==> src/rtl/tmr_recovery_sequencer.sv <==
// TMR recovery sequencer: capture, hold, reload and resume on a voter fault.
// Define TMR_RETRY_EN to allow bounded re-recovery from RESUME.
module tmr_recovery_sequencer #(
  parameter int unsigned HOLD_CYCLES = 4,
  parameter int unsigned MAX_RETRY   = 3
) (
  input  logic        clk,
  input  logic        rst_in,
  input  logic [2:0]  voter_state,
  input  logic [31:0] pc_voted,
  output logic [31:0] pc_restart,
  output logic        core_hold,
  output logic        core_reload,
  output logic        recov_sel,
  output logic [1:0]  fault_core,
  output logic [7:0]  err_count,
  output logic        fatal,
  output logic        busy
);

  typedef enum logic [2:0] {
    S_IDLE,
    S_CAPTURE,
    S_HOLD,
    S_RELOAD,
    S_RESUME,
    S_FATAL
  } state_t;

  localparam logic [7:0] HOLD_LAST = 8'(HOLD_CYCLES - 1);

  if (HOLD_CYCLES < 1 || HOLD_CYCLES > 255) begin : g_bad_hold
    $error("HOLD_CYCLES out of range");
  end
  if (MAX_RETRY < 1 || MAX_RETRY > 15) begin : g_bad_retry
    $error("MAX_RETRY out of range");
  end

  state_t     state_q, state_d;
  logic [7:0] hold_q, hold_d;
  logic       one_hot;
  logic [1:0] fault_idx;
  logic       new_fault;
  logic       re_fault;
  logic       hold_n, reload_n, sel_n;
  logic       fatal_n, busy_n;

`ifdef TMR_RETRY_EN
  localparam logic [3:0] RETRY_LIM = 4'(MAX_RETRY);
  logic [3:0] retry_q, retry_d;
`endif

  assign one_hot = (voter_state == 3'b001) ||
                   (voter_state == 3'b010) ||
                   (voter_state == 3'b100);

  // Encode the single disagreeing core; 3 when not one-hot.
  always_comb begin
    fault_idx = 2'd3;
    case (voter_state)
      3'b001:  fault_idx = 2'd0;
      3'b010:  fault_idx = 2'd1;
      3'b100:  fault_idx = 2'd2;
      default: fault_idx = 2'd3;
    endcase
  end

  // Next-state logic and decode of next-cycle registered outputs.
  always_comb begin
    state_d   = state_q;
    hold_d    = hold_q;
    new_fault = 1'b0;
    re_fault  = 1'b0;
`ifdef TMR_RETRY_EN
    retry_d   = retry_q;
`endif
    unique case (state_q)
      S_IDLE: begin
        if (one_hot) begin
          state_d   = S_CAPTURE;
          new_fault = 1'b1;
`ifdef TMR_RETRY_EN
          retry_d   = '0;
`endif
        end else if (voter_state != 3'b000) begin
          state_d = S_FATAL;
        end
      end
      S_CAPTURE: begin
        state_d = S_HOLD;
        hold_d  = '0;
      end
      S_HOLD: begin
        if (hold_q == HOLD_LAST) state_d = S_RELOAD;
        else hold_d = hold_q + 8'd1;
      end
      S_RELOAD: state_d = S_RESUME;
      S_RESUME: begin
`ifdef TMR_RETRY_EN
        if (voter_state == 3'b000) begin
          state_d = S_IDLE;
          retry_d = '0;
        end else if (one_hot && retry_q < RETRY_LIM) begin
          state_d  = S_CAPTURE;
          re_fault = 1'b1;
          retry_d  = retry_q + 4'd1;
        end else begin
          state_d = S_FATAL;
        end
`else
        if (voter_state == 3'b000) state_d = S_IDLE;
        else state_d = S_FATAL;
`endif
      end
      S_FATAL: state_d = S_FATAL;
      default: state_d = S_IDLE;
    endcase

    hold_n   = 1'b0;
    reload_n = 1'b0;
    sel_n    = 1'b0;
    fatal_n  = 1'b0;
    busy_n   = (state_d != S_IDLE);
    unique case (state_d)
      S_CAPTURE, S_HOLD: begin
        hold_n = 1'b1;
        sel_n  = 1'b1;
      end
      S_RELOAD: begin
        hold_n   = 1'b1;
        reload_n = 1'b1;
        sel_n    = 1'b1;
      end
      S_FATAL: begin
        hold_n  = 1'b1;
        fatal_n = 1'b1;
      end
      default: ;
    endcase
  end

  // State, counters and registered outputs; reset wins over everything.
  always_ff @(posedge clk) begin
    if (rst_in) begin
      state_q     <= S_IDLE;
      hold_q      <= '0;
      pc_restart  <= '0;
      core_hold   <= 1'b0;
      core_reload <= 1'b0;
      recov_sel   <= 1'b0;
      fault_core  <= 2'd3;
      err_count   <= '0;
      fatal       <= 1'b0;
      busy        <= 1'b0;
`ifdef TMR_RETRY_EN
      retry_q     <= '0;
`endif
    end else begin
      state_q     <= state_d;
      hold_q      <= hold_d;
      core_hold   <= hold_n;
      core_reload <= reload_n;
      recov_sel   <= sel_n;
      fatal       <= fatal_n;
      busy        <= busy_n;
`ifdef TMR_RETRY_EN
      retry_q     <= retry_d;
`endif
      if (new_fault) pc_restart <= pc_voted;
      if (new_fault || re_fault) begin
        fault_core <= fault_idx;
        if (err_count != 8'hFF) err_count <= err_count + 8'd1;
      end
    end
  end

endmodule

==> config.mk <==
export PLATFORM = sky130hd
export DESIGN_NAME = tmr_recovery_sequencer
export DESIGN_NICKNAME = d
export VERILOG_FILES = /design/src/rtl/tmr_recovery_sequencer.sv
export SDC_FILE = /design/constraint.sdc
export NUM_CORES = 1
export LEC_CHECK = 0
export ABC_AREA = 1
export CELL_PAD_IN_SITES_DETAIL_PLACEMENT = 1
export CELL_PAD_IN_SITES_GLOBAL_PLACEMENT = 1
export CORE_AREA = 2 2 96 98
export CTS_BUF_LIST = sky130_fd_sc_hd__clkbuf_4 sky130_fd_sc_hd__clkbuf_8
export CTS_CLUSTER_SIZE = 40
export DETAILED_ROUTE_END_ITERATION = 10
export DIE_AREA = 0 0 98 100
export PLACE_DENSITY_LB_ADDON = 0.1
export SYNTH_ARGS = -nofsm -noshare
export SYNTH_HDL_FRONTEND = slang
export SYNTH_SLANG_ARGS = --single-unit
==> constraint.sdc <==
create_clock -name clk -period 2.5 [get_ports clk]
set_input_delay 0.75 -clock clk [delete_from_list [all_inputs] [get_ports clk]]
set_output_delay 0.75 -clock clk [all_outputs]
set_load 0.05 [all_outputs]
==> results of run 1 <==
[sequential cells by signal (all words and copies together), names as in the netlist]
register,count
fault_core,2
busy,1
state_q,3
core_reload,1
recov_sel,1
pc_restart,32
fatal,1
core_hold,1
hold_q,8
err_count,8
[where the power goes]
group          total, W  leakage, nW  switching, W  internal [W]
Sequential      0.00116        0.474     0.0000935       0.00107
Clock          0.000911        0.102      0.000387      0.000524
Combinational   0.00135        0.879      0.000898      0.000448
Total           0.00342         1.45       0.00138       0.00204
[cell type report]
type | count | area, um^2
fill | 1098 | 5170
multi-input combinational | 248 | 1210
sequential | 58 | 1160
timing repair buffer | 87 | 881
clock buffer | 12 | 159
tap | 111 | 139
inverter | 32 | 120
clock inverter | 4 | 50.0
[routing by layer]
layer	routed length [um]	vias to the layer above	part of all wire	global-route usage
li1	-	1285	-	-
met1	3320	1203	0.46	0.193
met2	3540	42	0.49	0.262
met3	248	8	0.034	0.0425
met4	87	0	0.012	0.0577
met5	0	-	0	0
[cells in the final DEF (no fill, tap or decap), types with 10 or more instances in the layout]
cell type	count
sky130_fd_sc_hd__nand3_1	26
sky130_fd_sc_hd__nand2_2	13
sky130_fd_sc_hd__clkdlybuf4s50_1	82
sky130_fd_sc_hd__clkbuf_8	11
sky130_fd_sc_hd__a21oi_1	35
sky130_fd_sc_hd__nand2_1	114
sky130_fd_sc_hd__a21oi_2	10
sky130_fd_sc_hd__inv_1	27
sky130_fd_sc_hd__dfxtp_1	58
sky130_fd_sc_hd__nor2_1	24
[how the worst max path moves through the flow]
stage | startpoint | endpoint | slack [ns] | depth (start not counted)
after floorplan | err_count[1] | err_count[5] | 0.84 | 7
after global placement | voter_state[1] | err_count[3] | 0.32 | 9
after detailed placement | voter_state[1] | err_count[2] | 0.22 | 9
after CTS | err_count[5] | err_count[5] | 0.09 | 1
after global routing | err_count[3] | err_count[3] | 0.06 | 1
final | err_count[5] | err_count[5] | 0.13 | 1
[cell families after synthesis]
kind of cell,Yosys count,synth area share
buf+inv,43,0.0732
xor+xnor,2,0.00684
fa+ha+maj,2,0.00976
compound gates,54,0.123
simple gates,190,0.334
flops,58,0.453
[through the flow]
step                      power [W]  cells  hold WS [ns]
after CTS                   0.00348    552         0.469
after global routing        0.00363    552         0.485
after detailed placement    0.00255    536         0.458
final                       0.00342    552         0.466
after global placement      0.00253    536         0.451
after floorplan             0.00209    349         0.474
==> impl_results.md, run 1 <==
- Growth of design area from synthesis to finish: 45.3%
- Final Hold Violating Endpoints: 0
- Via density per instance: 4.60
- Top flip-flop cell by instance count after synthesis: sky130_fd_sc_hd__dfxtp_1
- End point of the most critical hold path: pc_restart[27]
- Post-Syn Nets: 388
- Number of setup violations in the final report: 0
- WL final: 7200 um
- Pwr dens: 918 mW/mm^2
- Commonest cells in the synthesized netlist: 114 x sky130_fd_sc_hd__nand2_1, 58 x sky130_fd_sc_hd__dfxtp_1, 35 x sky130_fd_sc_hd__a21oi_1
- Overall via count from detail_route: 2,538
- Reg2Reg Launch Point: err_count[0]
- Final RePlAce weighted congestion: 0.761
- Remaining DRCs: 0
- Number of synthesized flops with an enable pin: 0
- Hold buffer count at CTS: 0
- Post-synthesis async set-or-reset flop share: 0
- Most numerous cell in the Yosys netlist: sky130_fd_sc_hd__nand2_1
- HPWL reported at the end of detailed placement: 5040 um
- Number of setup buffers added after CTS: 0
- Depth of the worst register-to-register path: 7
- Worst-case vdd ir drop: 0.279 mV
- Count of antenna diodes in the layout: 0
- Result of the run: finished clean
- Top cell family by delay on the critical path: buffers and inverters
- Max-capacitance violation count: 0
- Time the final worst path needs with I/O delays and setup: 2.37 ns
- Clock latency on the worst-skew pair: 0.34 ns
- Unique cell type count in the Yosys netlist: 26
- Synthesized flop and latch total: 58
- Worst Max-Slew Pin Slew: 0.576 ns
- Sort of element at the end of the critical path: output port
- Synth Warn #: 0
- First-pass GRT wire length: 12,300 um
- Fmax achieved: 422 MHz
- Post-Route Utilization: 0.419
- Part of the cycle the worst path needs: 0.949
- Cell area reported after detailed placement: 0.00351 mm^2
- Boundary Pins: 84
- Max clock buf depth: 2
- Die height: 100 um
- CTS tree: done
- Post-cts sizing count: 0
- Number of standard-cell rows in the floorplan: 35
- Setup total negative slack: 0 ns
- Launching element type of the critical path: flip-flop
- Cell leakage power: 1.45 nW
- H-tree levels: 3
- Count of mapped cells out of synthesis: 349
- Area share of the largest cell type after synthesis: 0.453
- Sequence of cells on the critical path: clkdlybuf4s50_1
- First DRT Iteration DRCs: 56
- Top cells by area in the synthesized netlist: sky130_fd_sc_hd__dfxtp_1 45%, sky130_fd_sc_hd__nand2_1 17%, sky130_fd_sc_hd__a21oi_1 6.8%
- Port bufs: 83
- Worst slew margin relative to its limit: 0.616
- R2R setup slack: 0.93 ns
- Total number of nets in the final design: 475
- First-pass detailed-route iteration total: 4
- Pre-CTS setup slack: 0.223 ns
- Hold wc startpoint: pc_restart[27]
- Detailed-route wire length per cell: 13.0 um
- Worst Hold Depth: 2
- RSZ-0062 raised after global routing: no
- Share of synthesized area occupied by flip-flops and latches: 0.453
- Required time worst endpoint: 1.75 ns
- Clock-pin slew on the worst setup and hold paths: 0.07 ns
- Horizontal die dimension: 98 um
- Cell area after technology mapping: 0.00256 mm^2
- Via count of the first global-routing pass: 2,633
- Die outline area: 0.00980 mm^2
- Final ANT Viol Nets: 0
- Max-slew violations: 0
- Sum of overflow across all layers after global routing: 0
- Antenna violations before repair: 0
- Clk root buf: sky130_fd_sc_hd__clkbuf_8
- Layout cell share with drive strength beyond 1: 0.129
- Initial standard-cell utilization of the core: 0.288
- Kind of critical path: flip-flop to output port
- End of the worst register-to-register path: err_count[0]
- Cell taking the most area after synthesis: sky130_fd_sc_hd__dfxtp_1
- Clock skew after layout: 0.00992 ns
- Crit path max fanout: 6
- Standard cell with the maximum stage delay on the critical path: sky130_fd_sc_hd__clkdlybuf4s50_1
- Worst hold path type: flip-flop to flip-flop
- Clock tree sinks: 58
- Num CTS Buffers: 9
- Worst Path Buf+Inv: 1
- Placeable core region: 0.00889 mm^2
- Crit path largest cell delay: 0.84 ns
- Crit path setup slack, layout: 0.128 ns
- All-layer global routing usage: 0.156
- Maximum number of pins on one net before global-route repair: 47
- Post-Syn Area per Cell: 7.34 um^2
- WP data arrival: 1.62 ns
- Final instance area: 0.00372 mm^2
Note: power is estimated with default switching activity, not from simulation.
==> run 2: changes to the inputs <==
SETUP_SLACK_MARGIN = 0.02   (was default)
==> results of run 2 <==
No change in the layout: final DEF, timing and power equal those of run 1.
==> RTL change (config.mk and constraints of run 1) <==
Put one more register stage on the output `core_hold`, with the module's reset. The value now appears one clock later. The other outputs are not delayed to match.
--- a/src/rtl/tmr_recovery_sequencer.sv
+++ b/src/rtl/tmr_recovery_sequencer.sv
@@ -29,4 +29,6 @@
 
   localparam logic [7:0] HOLD_LAST = 8'(HOLD_CYCLES - 1);
+
+  logic core_hold_s0;
 
   if (HOLD_CYCLES < 1 || HOLD_CYCLES > 255) begin : g_bad_hold
@@ -146,5 +148,5 @@
       hold_q      <= '0;
       pc_restart  <= '0;
-      core_hold   <= 1'b0;
+      core_hold_s0 <= 1'b0;
       core_reload <= 1'b0;
       recov_sel   <= 1'b0;
@@ -159,5 +161,5 @@
       state_q     <= state_d;
       hold_q      <= hold_d;
-      core_hold   <= hold_n;
+      core_hold_s0 <= hold_n;
       core_reload <= reload_n;
       recov_sel   <= sel_n;
@@ -175,4 +177,12 @@
   end
 
+  always_ff @(posedge clk) begin
+    if (rst_in) begin
+      core_hold <= '0;
+    end else begin
+      core_hold <= core_hold_s0;
+    end
+  end
+
 endmodule
 
Check against the original RTL: not equivalent (Yosys sat finds a counterexample within 4 cycles, from zero or initial values and one cycle with rst_in high).
==> RTL change against run 1 <==
  * Maximum frequency up 0.56%
  * Wire length up 3.9%
  * Final cell count up 0.36%
  * Total power about the same
  * Worst setup slack better by 0.013 ns
  * Global-route usage increased by 0.40 points
  * Largest cell class unchanged
  * Design area rose by 1.3%
  * Area after synthesis increased by 2.6%
  * Sequential cell count increased by 1
==> RTL change: results (changes against run 1) <==
----------------------------------------------------
[Power and ir drop]
  Leakage Power ... 1.49 nW (+2.4%)
  Fraction of power spent switching nets ... 38.9% (-1.4 points)
  Worst ir drop on vdd ... 0.000335 V (+20%)

[Synth]
  Total number of yosys warnings ... 0 (unchanged)
  Distinct cell type count after synthesis ... 28 (+7.7%)
  Syn nets ... 392 (+1.0%)
  Most frequent cells after synthesis ... 114 x sky130_fd_sc_hd__nand2_1, 59 x sky130_fd_sc_hd__dfxtp_1, 35 x sky130_fd_sc_hd__a21oi_1
  Synth area leaders ... sky130_fd_sc_hd__dfxtp_1 45%, sky130_fd_sc_hd__nand2_1 16%, sky130_fd_sc_hd__a21oi_1 6.7%
  Synthesized area per cell ... 7.45 µm² (+1.4%)
  Fraction of the yosys area taken by sequential cells ... 44.9% (-0.38 points)

[Worst hold path]
  Worst hold path endpoint ... core_hold
  Worst min-delay path startpoint ... core_hold_s0

[GRT]
  Global-route usage over all layers ... 16.0% (+0.40 points)
  Number of global-route vias before repair ... 2707 (+2.8%)
  First-pass GRT wire length ... 12.9 mm (+5.0%)
  Largest net degree at the start of global routing ... 48 (+2.1%)

[Place]
  Placed Instances ... 539 (+0.56%)
  Worst slack after detailed placement ... 0.224 ns (+0.000540 ns)
  Final HPWL from detailed placement ... 5.21 mm (+3.4%)
  Post-DP Area ... 0.00356 mm² (+1.2%)
  GPL Wtd Cong ... 0.746 (-1.9%)

[Timing]
  Clock Skew ... 0.0115 ns (+0.00159 ns)
  Minimum setup slack in the final design ... 0.141 ns (+0.0131 ns)
  Post-Route Hold Slack ... 0.410 ns (-0.0553 ns)

[Finish]
  Non-filler cells in the finished layout ... 554 (+0.36%)
  Layout cells sized above 1 ... 12.9% (-0.058 points)
  Register Area ... 0.00118 mm² (+1.7%)
  Number of fillers in the final layout ... 1077 (-1.9%)
  Layout Nets ... 478 (+0.63%)

[Route]
  Total Routed Length ... 7.48 mm (+3.9%)
  1st-iter DRT viols ... 50 (-11%)
  Total number of vias ... 2572 (+1.3%)

[Setup path]
  Crit-path max FO ... 6 (unchanged)
  Data arrival, critical path ... 1.61 ns
  Family of cells with the greatest summed delay on the critical path ... buffers and inverters

[Status]
  Run status ... completed

----------------------------------------------------
[RTL change: per-layer routing]
layer | vias up | routed length (µm) | GRT usage (%)
met2 | 43 | 3750 | 27.3
li1 | 1293 | - | -
met4 | 0 | 116 | 5.88
met1 | 1227 | 3300 | 19.6
met3 | 9 | 316 | 4.04
met5 | - | 0 | 0
[RTL change: logic make-up after synthesis]
| kind of cell | after synthesis | share of synthesized area [%] |
|---|---|---|
| buffers and inverters | 46 | 8.28 |
| adder cells (fa/ha/maj) | 2 | 0.952 |
| AO/OA/AOI/OAI | 56 | 12.8 |
| flip-flops | 59 | 44.9 |
| XOR/XNOR | 2 | 0.666 |
| AND/OR/NAND/NOR | 188 | 32.4 |
[RTL change: power groups by stage]
| stage | logic [mW] | clock network [mW] | registers, mW |
|---|---|---|---|
| 2_1_floorplan | 0.503 | 0 | 1.58 |
| 3_3_place_gp | 1.29 | 0 | 1.19 |
| 3_5_place_dp | 1.31 | 0 | 1.19 |
| 4_1_cts | 1.31 | 0.995 | 1.17 |
| 5_1_grt | 1.40 | 1.04 | 1.19 |
| 6_report | 1.29 | 0.960 | 1.17 |
[RTL change: layout make-up]
type	count	area share [%]
multi-input cells	248	32.6
flip-flops and latches	59	31.3
repair buffers	87	23.3
well taps	111	3.68
clock buffers	10	3.65
inverters	34	3.38
clock inverters	5	2.06
[RTL change: worst max path at each step]
stage	endpoint	cells after the start	slack, ns
after detailed placement	err_count[1]	8	0.22
after global placement	pc_restart[20]	9	0.29
after CTS	err_count[4]	1	0.11
after global routing	err_count[5]	1	0.07
after floorplan	err_count[5]	7	0.84
final	err_count[4]	1	0.14
